[config.mk]
export PLATFORM = sky130hd
export DESIGN_NAME = uart_tx
export DESIGN_NICKNAME = d
export VERILOG_FILES = /design/src/rtl/uart_tx.sv
export SDC_FILE = /design/constraint.sdc
export NUM_CORES = 1
export LEC_CHECK = 0
export ABC_CLOCK_PERIOD_IN_PS = 3020
export BUFFER_PORTS_ARGS = -buffer_cell sky130_fd_sc_hd__buf_2
export CORE_UTILIZATION = 50
export CTS_CLUSTER_SIZE = 20
export DETAILED_ROUTE_END_ITERATION = 10
export GPL_TIMING_DRIVEN = 0
export MAX_ROUTING_LAYER = met4
export PLACE_DENSITY_LB_ADDON = 0.12
export SLEW_MARGIN = 25
export SYNTH_ARGS = -nofsm -noshare
export SYNTH_HDL_FRONTEND = slang
export SYNTH_SLANG_ARGS = --single-unit
[constraint.sdc]
create_clock -name clk_i -period 3.02 [get_ports clk_i]
set_input_delay 0.906 -clock clk_i [delete_from_list [all_inputs] [get_ports clk_i]]
set_output_delay 0.906 -clock clk_i [all_outputs]
set_load 0.005 [all_outputs]
[src/rtl/uart_tx.sv]
// UART transmitter with a small transmit FIFO.
// Frames are start bit (low), DATA_LENGTH data bits LSB first, then STOP_BITS stop bits (high).
// Each bit lasts CLKS_PER_BIT clock cycles. Words queued in the FIFO go out back-to-back
// with no idle gap between frames.
module uart_tx #(
    parameter int unsigned CLKS_PER_BIT = 16,
    parameter int unsigned DATA_LENGTH  = 8,
    parameter int unsigned STOP_BITS    = 1,
    parameter int unsigned FIFO_DEPTH   = 4
) (
    input  logic                   clk_i,
    input  logic                   rst_n_i,
    input  logic [DATA_LENGTH-1:0] data_i,
    input  logic                   data_v_i,
    output logic                   ready_o,
    output logic                   tx_o,
    output logic                   busy_o
);

    localparam int unsigned AddrW = $clog2(FIFO_DEPTH);
    // One extra pointer bit separates "full" from "empty" when the addresses match.
    localparam int unsigned PtrW  = AddrW + 1;
    localparam int unsigned CntW  = (CLKS_PER_BIT > 1) ? $clog2(CLKS_PER_BIT) : 1;
    localparam int unsigned BitW  = $clog2(DATA_LENGTH + 1);

    localparam logic [CntW-1:0] ClkLast  = CntW'(CLKS_PER_BIT - 1);
    localparam logic [BitW-1:0] DataLast = BitW'(DATA_LENGTH - 1);
    localparam logic [BitW-1:0] StopLast = BitW'(STOP_BITS - 1);

    typedef enum logic [1:0] {
        StIdle,
        StStart,
        StData,
        StStop
    } state_e;

    // ------------------------------------------------------------------
    // Transmit FIFO
    // ------------------------------------------------------------------
    logic [DATA_LENGTH-1:0] mem_q [FIFO_DEPTH];
    logic [DATA_LENGTH-1:0] mem_d [FIFO_DEPTH];
    logic [PtrW-1:0]        wr_ptr_q, wr_ptr_d;
    logic [PtrW-1:0]        rd_ptr_q, rd_ptr_d;
    logic                   ready_q, ready_d;
    logic                   fifo_empty;
    logic                   push;
    logic                   pop;
    logic [DATA_LENGTH-1:0] fifo_head;

    assign fifo_empty = (wr_ptr_q == rd_ptr_q);
    assign fifo_head  = mem_q[rd_ptr_q[AddrW-1:0]];
    // ready_q is a flop, so acceptance never depends combinationally on data_v_i.
    assign push       = data_v_i & ready_q;

    // FIFO storage and pointer next-state; ready tracks "not full" of the next pointers.
    always_comb begin
        mem_d    = mem_q;
        wr_ptr_d = wr_ptr_q;
        rd_ptr_d = rd_ptr_q;
        if (push) begin
            mem_d[wr_ptr_q[AddrW-1:0]] = data_i;
            wr_ptr_d                   = wr_ptr_q + PtrW'(1);
        end
        if (pop) begin
            rd_ptr_d = rd_ptr_q + PtrW'(1);
        end
        ready_d = !((wr_ptr_d[PtrW-1] != rd_ptr_d[PtrW-1]) &&
                    (wr_ptr_d[AddrW-1:0] == rd_ptr_d[AddrW-1:0]));
    end

    // FIFO state registers.
    always_ff @(posedge clk_i or negedge rst_n_i) begin
        if (!rst_n_i) begin
            for (int i = 0; i < FIFO_DEPTH; i++) begin
                mem_q[i] <= '0;
            end
            wr_ptr_q <= '0;
            rd_ptr_q <= '0;
            ready_q  <= 1'b0;
        end else begin
            mem_q    <= mem_d;
            wr_ptr_q <= wr_ptr_d;
            rd_ptr_q <= rd_ptr_d;
            ready_q  <= ready_d;
        end
    end

    // ------------------------------------------------------------------
    // Serialiser FSM
    // ------------------------------------------------------------------
    state_e                 state_q, state_d;
    logic [CntW-1:0]        clk_cnt_q, clk_cnt_d;
    logic [BitW-1:0]        bit_cnt_q, bit_cnt_d;
    logic [DATA_LENGTH-1:0] shift_q, shift_d;
    logic                   tx_q, tx_d;
    logic                   busy_q, busy_d;
    logic                   clk_last;

    assign clk_last = (clk_cnt_q == ClkLast);

    // Next-state logic: bit timing, bit counting and FIFO pops.
    always_comb begin
        state_d   = state_q;
        clk_cnt_d = clk_cnt_q;
        bit_cnt_d = bit_cnt_q;
        shift_d   = shift_q;
        pop       = 1'b0;

        unique case (state_q)
            StIdle: begin
                if (!fifo_empty) begin
                    pop       = 1'b1;
                    shift_d   = fifo_head;
                    clk_cnt_d = '0;
                    bit_cnt_d = '0;
                    state_d   = StStart;
                end
            end

            StStart: begin
                if (clk_last) begin
                    clk_cnt_d = '0;
                    bit_cnt_d = '0;
                    state_d   = StData;
                end else begin
                    clk_cnt_d = clk_cnt_q + CntW'(1);
                end
            end

            StData: begin
                if (clk_last) begin
                    clk_cnt_d = '0;
                    shift_d   = shift_q >> 1;
                    if (bit_cnt_q == DataLast) begin
                        bit_cnt_d = '0;
                        state_d   = StStop;
                    end else begin
                        bit_cnt_d = bit_cnt_q + BitW'(1);
                    end
                end else begin
                    clk_cnt_d = clk_cnt_q + CntW'(1);
                end
            end

            StStop: begin
                if (clk_last) begin
                    clk_cnt_d = '0;
                    if (bit_cnt_q == StopLast) begin
                        bit_cnt_d = '0;
                        // Chain straight into the next frame when more data is queued.
                        if (!fifo_empty) begin
                            pop     = 1'b1;
                            shift_d = fifo_head;
                            state_d = StStart;
                        end else begin
                            state_d = StIdle;
                        end
                    end else begin
                        bit_cnt_d = bit_cnt_q + BitW'(1);
                    end
                end else begin
                    clk_cnt_d = clk_cnt_q + CntW'(1);
                end
            end

            default: begin
                state_d = StIdle;
            end
        endcase
    end

    // Line level and busy are registered from the current state, so both trail the FSM by one
    // cycle and stay aligned with each other: busy drops exactly when the stop bit ends on tx_o.
    always_comb begin
        tx_d = 1'b1;
        unique case (state_q)
            StIdle:  tx_d = 1'b1;
            StStart: tx_d = 1'b0;
            StData:  tx_d = shift_q[0];
            StStop:  tx_d = 1'b1;
            default: tx_d = 1'b1;
        endcase
        busy_d = (state_q != StIdle) || !fifo_empty;
    end

    // FSM, counters, shift register and output registers.
    always_ff @(posedge clk_i or negedge rst_n_i) begin
        if (!rst_n_i) begin
            state_q   <= StIdle;
            clk_cnt_q <= '0;
            bit_cnt_q <= '0;
            shift_q   <= '0;
            tx_q      <= 1'b1;
            busy_q    <= 1'b0;
        end else begin
            state_q   <= state_d;
            clk_cnt_q <= clk_cnt_d;
            bit_cnt_q <= bit_cnt_d;
            shift_q   <= shift_d;
            tx_q      <= tx_d;
            busy_q    <= busy_d;
        end
    end

    assign ready_o = ready_q;
    assign tx_o    = tx_q;
    assign busy_o  = busy_q;

endmodule

# Word level (Yosys, flattened, before mapping)
# Cells that the tools add are included.
# word_totals
ff_bits	59
out_inout_bits	3
wordCells	86
# classes
n_addsub	4
n_lt_le_gt_ge	3
n_eq_ne	14
muxes	35
n_bitwise	3
n_reduce_logical	14
# op_table
operator	n
8-bit two-way mux	7
32-bit bitwise mux	1
4-bit two-way mux	7
8-bit one-hot mux with 3 select lines	1
8-bit binary-select mux with 2-bit select	1
8-bit demux with 2-bit select	1
4-bit one-hot mux with 4 select lines	1
2-bit two-way mux	6
2-bit != test, second input constant	6
4-bit by 1-bit adder with 4-bit output, second input constant	2
2-bit one-hot mux with 4 select lines	1
4-bit one-hot mux with 2 select lines	1
4-bit AND reduction	2
3-bit by 1-bit adder with 3-bit output, second input constant	2
3-bit >= comparator, second input constant	2
3-bit two-way mux	2
2-bit inverter with 3-bit output	2
6-bit AND reduction	1
2-bit equality test, second input constant	2
4-bit by 3-bit equality test with 1-bit output, second input constant	1
4-bit equality test, second input constant	1
4-bit zero test	1
1-bit two-way mux	4
3-bit equality test	1
15 further kinds	17

# Longest topological paths before layout
# logic_depth
ltp_word	9
mapped_depth	8

# Worst setup path before layout
# Ideal clock, no wire load.
# synth_timing
kind	input port to flip-flop
start	input port data_v_i
end	register ready_q (netlist: ready_o)
setup_ns	0.072
t_arrival_ns	2.061
path_slack_ns	0.887
stages	5
cell_sequence	clkbuf_1 -> nand3_1 -> xnor2_1 -> xor3_1 -> nand4b_1
# synth_via
elab_chain_cells	5
elab_cells_between_ends	6
cone_classes	eq/ne: 2; mux: 1; bitwise: 1; reduce/logical: 2
# synth_rtl
item	line_no	rtl
start: declaration	14	input logic data_v_i,
1-bit bitwise AND	53	assign push = data_v_i & ready_q;
3-bit two-way mux	60	if (push) begin
via wr_ptr_d[2]	42	logic [PtrW-1:0] wr_ptr_q, wr_ptr_d;
1-bit != test	67	ready_d = !((wr_ptr_d[PtrW-1] != rd_ptr_d[PtrW-1]) &&
1-bit logical AND	67	
1-bit zero test	67	
via ready_d	44	logic ready_q, ready_d;
end signal: assignment	84	ready_q <= ready_d;
end: declaration	44	
# The timed path passes the listed nets, and every way through them passes these cells.
# A chain may end at the register's enable or synchronous reset.

# Worst setup path in the final report
# layout_timing
start	register state_q[0]
end	register state_q[1]
# layout_via
elab_chain_cells	3
elab_cells_between_ends	12
cone_classes	eq/ne: 9; mux: 1; reduce/logical: 2
# layout_rtl
item	line_no	rtl
start: declaration	91	state_e state_q, state_d;
start signal: assignment	189	state_q <= StIdle;
start signal: assignment	196	state_q <= state_d;
2-bit equality test, or another cell as far along	109	unique case (state_q)
2-bit != test (no source line)	--	
6-bit AND reduction (no source line)	--	
# Parallel ways exist; a longest one is shown, timed or not.

==> flow_metrics.py <==
metrics = {
    "synthesis": {
        "syn-instance-count": 230,
        "synthesis.area_mm2": 0.00297,
        "yosysWarnings": 0,
        "synth_cell_types": 42,
        "syn_avg_cell_area_um2": 12.9,
        "yosysSeqAreaShare_pct": 49.8,
        "ys_ff_latch": 59,
        "syn_nets": 255,
    },
    "clocking": {
        "cts_max_level": 3,
        "root_buffer": "clkbuf_8",
        "cts_buffer_depth": 2,
        "cts-buffers-inserted": 9,
        "cts.sinks": 59,
        "clk_latency_ps": 340,
        "post_cts_resized": 0,
        "clk_pin_slew_ps": 70,
        "postCtsSetupBuffers": 0,
        "cts_tree": "built",
        "ctsHoldBuffers": 0,
    },
    "sta": {
        "drv_slew": 0,
        "rsz0062_at_grt": "no",
        "max_freq_mhz": 433,
        "tightest_slew_ps": 738,
        "fin_crit_sh_pct": 76.4,
        "whs_ps": 490,
        "fin_crit_ps": 2310,
        "hold_viol": 0,
        "fin_setup_tns_ps": 0,
        "clock_skew_ps": 5.47,
        "setup_viol_count_final": 0,
        "relSlewSlack_pct": 50.8,
    },
    "place": {
        "numPortBuffers": 12,
        "hpwl_um": 3470,
        "dpl_cell_area_mm2": 0.00312,
        "gp_congestion": 0.737,
    },
    "route": {
        "drt-initial-drc-count": 88,
        "vias": 1804,
        "dr.pass1.iters": 4,
        "antenna_left": 0,
        "routed_via_density": 5.50,
        "wl_per_cell_um": 15.5,
        "drc": 0,
        "routed_wl_um": 5080,
    },
    "layout": {
        "syn2layout_area_growth_pct": 12.4,
        "drive_gt1_share_pct": 30.1,
        "nets": 278,
        "final_area_mm2": 0.00334,
        "antenna_cells": 0,
    },
    "worst_hold_path": {
        "worstHoldEndpoint": "shift_q[6]",
        "hold_start": "shift_q[6]",
        "hold_path_depth": 2,
        "hold_path_class": "register to register",
    },
    "floorplan": {
        "core-area_mm2": 0.00561,
        "rows": 27,
        "start_util_pct": 52.9,
        "die_h_um": 79.0,
        "die_area_mm2": 0.00625,
        "die_w_um": 79.0,
        "pin_count": 14,
    },
    "setup_path": {
        "rrSetupSlack_ps": 710,
        "critPathKind": "register to register",
        "crit_slowest_cell": "o22ai_1",
        "cp_num_buf_inv": 2,
        "crit_required_ps": 3240,
        "rr_startpoint": "state_q[0]",
        "endpoint_kind": "register",
        "critPathArrivalTime_ps": 2530,
        "path_delay_family": "compound AO/OA/AOI/OAI gates",
        "cp_slowest_stage_delay_ps": 540,
        "r2r_end": "state_q[1]",
        "r2r_cells": 7,
        "crit_chain": "inv_1 > ha_1 > clkbuf_1 > nor3_1 > o22ai_1 > nand2b_1 > mux2_2",
        "cp-start-kind": "register",
        "cp_max_fo": 10,
    },
    "global_routing": {
        "antenna_found_initial": 0,
        "grt_overflow_total": 0,
        "grt_usage_pct": 20.5,
        "grt_pass1_wl_um": 9050,
        "grt_start_max_net_pins": 60,
        "grt_pass1_vias": 1878,
    },
    "power": {
        "power.total_mw": 3.90,
        "peakVddDrop_mv": 0.561,
        "power.density_mw_per_mm2": 1170,
        "leakagePower_nw": 1.49,
    },
    "flow_run": {
        "maxCapViolCount": 0,
    },
    "run_status": {
        "status": "finished, final reports clean",
    },
}
-- through the flow --
stage	instances	utilization, %	setup WS [ps]
after detailed placement	314	55.6	506
after CTS	328	59.5	730
after global placement	314	55.6	501
after floorplan	230	-	887
after global routing	328	59.5	508
final	328	59.5	713
-- kinds of logic (layout without fill, tap and decap cells) --
| family | Yosys count | after routing | synth area share, % |
|---|---|---|---|
| adders and majority gates | 14 | 14 | 5.90 |
| xor gates and xnor gates | 9 | 9 | 3.63 |
| muxes | 50 | 50 | 21.6 |
| AOI/OAI and AO/OA | 34 | 34 | 7.21 |
| DFF | 59 | 59 | 49.8 |
| buffers and inverters | 18 | 44 | 2.66 |
| and+or+nand+nor | 46 | 46 | 9.19 |
-- layout make-up --
| class | count | area, µm² |
|---|---|---|
| fill | 517 | 2270 |
| sequential | 59 | 1480 |
| multi-input combinational | 153 | 1410 |
| clock buffer | 12 | 155 |
| tap | 72 | 90.1 |
| timing repair buffer | 12 | 62.6 |
| clock inverter | 2 | 60.1 |
| inverter | 11 | 41.3 |
| buffer | 7 | 37.5 |
-- per-layer routing --
metal	track usage, %	up-vias	share of wire, %
met4	11.5	0	2.7
met3	4.14	10	2.2
met5	-	-	0
met2	30.0	19	47
met1	26.9	897	48
li1	-	878	-
-- sequential cells by signal, indices dropped and copies added, names as in the netlist, 2 cells and up --
| signal | cells |
|---|---|
| mem_q | 32 |
| shift_q | 8 |
| bit_cnt_q | 4 |
| clk_cnt_q | 4 |
| rd_ptr_q | 3 |
| wr_ptr_q | 3 |
| state_q | 2 |
-- how the worst max path moves through the flow --
stage,slack (ps),depth (start not counted),startpoint,end
finish,710,7,state_q[0],state_q[1]
global route,510,7,state_q[0],state_q[1]
CTS,730,7,state_q[0],state_q[1]
detailed placement,510,5,data_v_i,ready_o
global placement,500,5,data_v_i,ready_o
floorplan,890,5,data_v_i,ready_o
-- synth_stat cells (all sizes together) --
library cell | count | area share, %
and3 | 2 | 0.42
a211o | 1 | 0.30
o21ai | 16 | 2.7
nor2 | 3 | 0.38
o22ai | 3 | 0.63
dfstp | 1 | 0.89
nand2b | 3 | 0.63
dfrtp | 58 | 49
or4 | 1 | 0.30
mux2i | 9 | 3.0
nor3b | 2 | 0.51
a21oi | 5 | 0.84
or4b | 1 | 0.34
nand2 | 16 | 2.0
o22a | 1 | 0.30
xnor2 | 5 | 1.5
nand3 | 8 | 1.3
xor2 | 2 | 0.59
a31oi | 1 | 0.21
nand4b | 1 | 0.30
clkbuf | 4 | 0.51
nor4b | 2 | 1.1
nor4 | 1 | 0.21
o31a | 3 | 1.2
or3b | 1 | 0.38
mux2 | 33 | 13
nor3 | 4 | 1.1
buf | 3 | 0.76
ha | 14 | 5.9
o211ai | 2 | 0.51
xnor3 | 1 | 0.76
xor3 | 1 | 0.80
or2 | 1 | 0.21
inv | 11 | 1.4
mux4 | 8 | 6.1
a21o | 2 | 0.51
-- power by group --
group	internal, mW	switching (mW)	total (mW)
combinational	0.892	0.806	1.70
sequential	1.18	0.228	1.40
clock	0.501	0.299	0.800
-- layout by cell type (no fill, tap or decap), types with 2 or more instances in the layout --
| cell type | synthesis | layout |
|---|---|---|
| clkbuf_1 | 4 | 5 |
| a21o_1 | 2 | 2 |
| clkbuf_8 | 0 | 11 |
| buf_2 | 0 | 11 |
| mux2i_1 | 9 | 9 |
| nand3_1 | 8 | 8 |
| nand2_1 | 16 | 16 |
| nor3b_1 | 2 | 2 |
| a21oi_1 | 5 | 5 |
| nor2_1 | 3 | 3 |
| ha_1 | 14 | 14 |
| nand2b_1 | 3 | 3 |
| o211ai_1 | 2 | 2 |
| and3_1 | 2 | 2 |
| xor2_1 | 2 | 2 |
| mux2_2 | 33 | 33 |
| buf_4 | 1 | 2 |
| o22ai_1 | 3 | 3 |
| xnor2_1 | 5 | 5 |
| dfrtp_1 | 58 | 58 |
| inv_1 | 11 | 11 |
| mux4_2 | 8 | 8 |
| bufinv_16 | 0 | 2 |
| o21ai_0 | 16 | 16 |
| nor3_1 | 3 | 3 |
-- worst reg2reg max path: cells and delay by family (launching register included) --
kind / cells / cell delay [ps]
flops: 1 / 430
mux: 1 / 340
buf+inv: 2 / 400
simple gates: 2 / 310
fa+ha+maj: 1 / 180
compound gates: 1 / 550
(Power assumes the default switching activity.)
